[src/rtl/uart_pkg.sv]
// uart_pkg: shared UART TX-path types and default widths.
package uart_pkg;

   localparam int UART_DATA_WIDTH = 8;
   localparam int UART_GAP_WIDTH  = 8;
   localparam int UART_CNT_WIDTH  = 16;

   typedef enum logic [2:0] {
      IDLE,
      LOAD,
      WAIT_ACK,
      WAIT_DONE,
      GAP
   } sched_state_e;

endpackage

[src/rtl/uart_tx_sched.sv]
// uart_tx_sched: pops the TX FIFO, launches serializer frames, enforces idle gap.
// Define UART_CTS_EN to add the active-low clear-to-send input gating launches.
module uart_tx_sched
   import uart_pkg::*;
#(
   parameter int DATA_WIDTH = UART_DATA_WIDTH,
   parameter int GAP_WIDTH  = UART_GAP_WIDTH,
   parameter int CNT_WIDTH  = UART_CNT_WIDTH
) (
   input  logic                  sched_clk_i,
   input  logic                  sched_rst_n_i,
   input  logic                  sched_en_i,
   input  logic [GAP_WIDTH-1:0]  sched_gap_i,
   input  logic                  fifo_empty_i,
   input  logic [DATA_WIDTH-1:0] fifo_data_i,
   output logic                  fifo_rd_en_o,
   output logic [DATA_WIDTH-1:0] tx_data_o,
   output logic                  tx_start_o,
   input  logic                  tx_busy_i,
`ifdef UART_CTS_EN
   input  logic                  sched_cts_n_i,
`endif
   output logic                  sched_busy_o,
   output logic [CNT_WIDTH-1:0]  sched_frame_cnt_o
);

   localparam logic [GAP_WIDTH-1:0] GAP_ONE = GAP_WIDTH'(1);
   localparam logic [CNT_WIDTH-1:0] CNT_ONE = CNT_WIDTH'(1);

   sched_state_e          state_q, state_d;
   logic [DATA_WIDTH-1:0] tx_data_q, tx_data_d;
   logic                  tx_start_q, tx_start_d;
   logic                  rd_en_q, rd_en_d;
   logic                  busy_q, busy_d;
   logic [GAP_WIDTH-1:0]  gap_cnt_q, gap_cnt_d;
   logic [CNT_WIDTH-1:0]  frame_cnt_q, frame_cnt_d;
   logic                  launch;

   always_comb begin
      launch = sched_en_i & ~fifo_empty_i;
`ifdef UART_CTS_EN
      launch = launch & ~sched_cts_n_i;
`endif
   end

   // Start and pop are only ever raised on the IDLE->LOAD edge.
   always_comb begin
      state_d     = state_q;
      tx_data_d   = tx_data_q;
      tx_start_d  = 1'b0;
      rd_en_d     = 1'b0;
      gap_cnt_d   = gap_cnt_q;
      frame_cnt_d = frame_cnt_q;
      unique case (state_q)
         IDLE: begin
            if (launch) begin
               state_d     = LOAD;
               tx_data_d   = fifo_data_i;
               tx_start_d  = 1'b1;
               rd_en_d     = 1'b1;
               frame_cnt_d = frame_cnt_q + CNT_ONE;
            end
         end
         LOAD: begin
            state_d = WAIT_ACK;
         end
         WAIT_ACK: begin
            if (tx_busy_i) begin
               state_d = WAIT_DONE;
            end
         end
         WAIT_DONE: begin
            if (!tx_busy_i) begin
               if (sched_gap_i == '0) begin
                  state_d = IDLE;
               end else begin
                  state_d   = GAP;
                  gap_cnt_d = sched_gap_i;
               end
            end
         end
         GAP: begin
            gap_cnt_d = gap_cnt_q - GAP_ONE;
            if (gap_cnt_q == GAP_ONE) begin
               state_d = IDLE;
            end
         end
         default: begin
            state_d = IDLE;
         end
      endcase
      busy_d = (state_d != IDLE);
   end

   always_ff @(posedge sched_clk_i or negedge sched_rst_n_i) begin
      if (!sched_rst_n_i) begin
         state_q     <= IDLE;
         tx_data_q   <= '0;
         tx_start_q  <= 1'b0;
         rd_en_q     <= 1'b0;
         busy_q      <= 1'b0;
         gap_cnt_q   <= '0;
         frame_cnt_q <= '0;
      end else begin
         state_q     <= state_d;
         tx_data_q   <= tx_data_d;
         tx_start_q  <= tx_start_d;
         rd_en_q     <= rd_en_d;
         busy_q      <= busy_d;
         gap_cnt_q   <= gap_cnt_d;
         frame_cnt_q <= frame_cnt_d;
      end
   end

   assign fifo_rd_en_o      = rd_en_q;
   assign tx_data_o         = tx_data_q;
   assign tx_start_o        = tx_start_q;
   assign sched_busy_o      = busy_q;
   assign sched_frame_cnt_o = frame_cnt_q;

endmodule

[config.mk]
export PLATFORM = sky130hd
export DESIGN_NAME = uart_tx_sched
export DESIGN_NICKNAME = d
export VERILOG_FILES = /design/src/rtl/uart_pkg.sv /design/src/rtl/uart_tx_sched.sv
export SDC_FILE = /design/constraint.sdc
export NUM_CORES = 1
export LEC_CHECK = 0
export BUFFER_PORTS_ARGS = -buffer_cell sky130_fd_sc_hd__buf_4
export CORE_ASPECT_RATIO = 1.1
export CORE_MARGIN = 2
export CORE_UTILIZATION = 44
export DETAILED_ROUTE_END_ITERATION = 16
export GPL_ROUTABILITY_DRIVEN = 1
export PLACE_DENSITY_LB_ADDON = 0.2
export SKIP_CTS_REPAIR_TIMING = 1
export SYNTH_ARGS = -nofsm -noshare
export SYNTH_HDL_FRONTEND = slang
export SYNTH_SLANG_ARGS = --single-unit
[constraint.sdc]
create_clock -name sched_clk_i -period 2.3 [get_ports sched_clk_i]
set_input_delay 0.115 -clock sched_clk_i [delete_from_list [all_inputs] [get_ports sched_clk_i]]
set_output_delay 0.115 -clock sched_clk_i [all_outputs]
set_load 0.05 [all_outputs]
==> results.sh <==
export IMPL_fmax_mhz=499.5
export IMPL_grt_pass1_vias=1515
export IMPL_synth_seq_cells=37
export IMPL_instances_no_fill=279
export IMPL_synth_nets=198
export IMPL_drive_above_1_share_pct=29.26
export IMPL_cp_max_fo=6
export IMPL_status="complete, no violations"
export IMPL_maxCapViolations=0
export IMPL_routed_wl_microns=3976
export IMPL_cts_tree="built"
export IMPL_synth_top_area_cell="dfrtp_1"
export IMPL_fin_crit_ps=2002
export IMPL_clk_latency_ps=290
export IMPL_antenna_cells=0
export IMPL_die_h_microns=69.58
export IMPL_regToRegStartpoint="state_q[0]"
export IMPL_worst_r2r_path_depth=4
export IMPL_final_common_cell="buf_4"
export IMPL_core_sq_um=3684
export IMPL_postRouteAntennaNets=0
export IMPL_drc=0
export IMPL_rsz0062_at_grt="no"
export IMPL_synth_seq_area_share_pct=53.82
export IMPL_dp_cells=270
export IMPL_crit_arrival_ps=2220
export IMPL_drv_slew=0
export IMPL_finalSetupTns_ps=0
export IMPL_grt_max_degree=38
export IMPL_syn_to_final_growth_pct=32.07
export IMPL_io_buffer_count=47
export IMPL_worst_hold_slack_ps=10.66
export IMPL_setup_viol=0
export IMPL_clock_sinks=37
export IMPL_first_pass_iters=4
export IMPL_p_leak_nw=1.086
export IMPL_yosysUniqueCellTypes=35
export IMPL_timing_worst_setup_path_type="reg -> reg"
export IMPL_grt_ovfl_total=0
export IMPL_hold_depth=3
export IMPL_hold_violations=0
export IMPL_fp_dieW_microns=63.62
export IMPL_cts_root_buf="clkbuf_8"
export IMPL_required_ps=2520
export IMPL_min_from="fifo_data_i[1]"
export IMPL_dieArea_sq_um=4427
export IMPL_total_power_w=0.002874
export IMPL_initial_core_util_pct=46.71
export IMPL_cts_made_buffers=5
export IMPL_min_path_type="in -> reg"
export IMPL_synth_top_area_share_pct=53.82
export IMPL_r2r_setup_slack_ps=300
export IMPL_yosysWarnings=0
export IMPL_start_kind="flip-flop"
export IMPL_htreeDepth=2
export IMPL_postSynthAreaPerCell_sq_um=9.887
export IMPL_clock_skew_ps=7.147
export IMPL_route_vias_total=1481
export IMPL_gp_congestion=0.8381
export IMPL_via_per_inst=5.308
export IMPL_path_clk_slew_ps=80
export IMPL_crit_start="state_q[0]"
export IMPL_synthesis_area_sq_um=1720
export IMPL_n_fill_cell=339
export IMPL_mostFrequentLayoutCells="52 x buf_4, 37 x dfrtp_1, 35 x nand2_1, 15 x nor2_1, 10 x nand3_1"
export IMPL_grt_pass1_wl_microns=6789
export IMPL_dp_hpwl_microns=2955
export IMPL_wl_per_cell_microns=14.25
export IMPL_dr_first_iter_drc_count=45
export IMPL_worst_slew_pin_slew_ps=660.4
export IMPL_cts_buffer_depth=2
export IMPL_fin_crit_sh_pct=87.04
export IMPL_grt_util_all_layers_pct=19.24
export IMPL_peakVddDrop_mv=0.7382
export IMPL_rows=23
export IMPL_power_density_nw_per_um2=1265
export IMPL_cp_end_kind="flip-flop"
export IMPL_hold_path_endpoint="tx_data_o[1]"
export IMPL_slew_headroom_pct=55.64
export IMPL_r2r_end="sched_frame_cnt_o[12]"
export IMPL_antenna_found_initial=0
export IMPL_io_pins=48
export IMPL_synthCells=174
export IMPL_finalNetCount=252
export IMPL_yosys_top_cells_area="dfrtp_1 54%, nand2_1 7.6%, xor2_1 4.1%, xnor2_1 3.6%, nor2_1 3.3%"
-- logic make-up (layout without fill, tap and decap cells) --
logic type      after synthesis  count (layout)  synth area share, %
compound gates               20              20                8.145
xor+xnor                     15              15                7.637
fa+ha+maj                     3               3                2.182
buf+inv                      10              65                2.472
flops                        37              37                53.82
simple gates                 89              89                25.75
-- metrics by stage --
step / utilization (%) / instance area [sq um] / setup slack [ps]
finish: 61.68 / 2272 / 298.1
global route: 61.68 / 2272 / 198.2
CTS: 61.41 / 2262 / 287.6
detailed placement: 58.25 / 2146 / 302.3
global placement: 58.25 / 2146 / 353.8
floorplan: - / 1720 / 372.4
-- cell usage after synthesis --
cell      count
nand4_1       5
nor3b_1       1
nand3_1      10
nor3_1        9
o21a_1        1
inv_1         4
o21ai_1       1
o211ai_1      2
a221oi_1      1
buf_2         1
nor4bb_1      1
and4_1        2
or4b_4        1
or4_4         1
nand2_1      35
o22a_1        1
or3b_2        1
or4_1         2
nor4_1        2
a31o_2        1
ha_1          3
or2_1         1
or3_1         1
xnor2_1       7
dfrtp_1      37
xor2_1        8
o221a_2       2
nor3_2        2
a31oi_1       1
buf_4         1
nor2_1       15
clkbuf_1      4
a21oi_1       4
o21ai_0       3
a211oi_1      3
-- area by class of cell --
cell class | instances | area, sq um | area share [%]
multi-input combinational | 127 | 752.0 | 33.09
sequential | 37 | 925.9 | 40.75
clock inverter | 1 | 30.03 | 1.322
inverter | 4 | 15.01 | 0.6608
clock buffer | 7 | 86.33 | 3.800
timing repair buffer | 53 | 400.4 | 17.62
tap | 50 | 62.56 | 2.753
-- registers in the layout (all words and copies together) (netlist names) --
register	flops
state_q	3
tx_data_o	8
gap_cnt_q	8
sched_busy_o	1
fifo_rd_en_o	1
sched_frame_cnt_o	16
-- critical path, stage by stage (launching register included) --
cell and delay (ps):
dfrtp_1 430, or4b_4 560, or4_4 570, nor3_2 220, xor2_1 160
-- how the worst max path moves through the flow --
stage / slack (ps) / cells after the start / endpoint
3_5_place_dp: 300 / 4 / sched_frame_cnt_o[14]
2_1_floorplan: 370 / 5 / sched_frame_cnt_o[14]
6_report: 300 / 4 / sched_frame_cnt_o[12]
4_1_cts: 290 / 4 / sched_frame_cnt_o[12]
3_3_place_gp: 350 / 4 / sched_frame_cnt_o[14]
5_1_grt: 200 / 4 / sched_frame_cnt_o[14]
-- per-layer routing --
| metal | share of wire [%] | track usage, % | wire (microns) | up-vias |
|---|---|---|---|---|
| li1 | - | - | - | 720 |
| met1 | 43 | 23.70 | 1722 | 718 |
| met2 | 51 | 33.45 | 2038 | 39 |
| met3 | 4.5 | 5.195 | 177 | 4 |
| met4 | 0.91 | 4.348 | 36 | 0 |
| met5 | 0 | 0 | 0 | - |
-- power by group --
part | leakage, nW | switching (W) | internal, W | total, W
combinational | 0.566 | 0.000784 | 0.000423 | 0.00121
sequential | 0.461 | 0.000216 | 0.000864 | 0.00108
clock | 0.0585 | 0.000232 | 0.000354 | 0.000586
(Power assumes the default switching activity.)
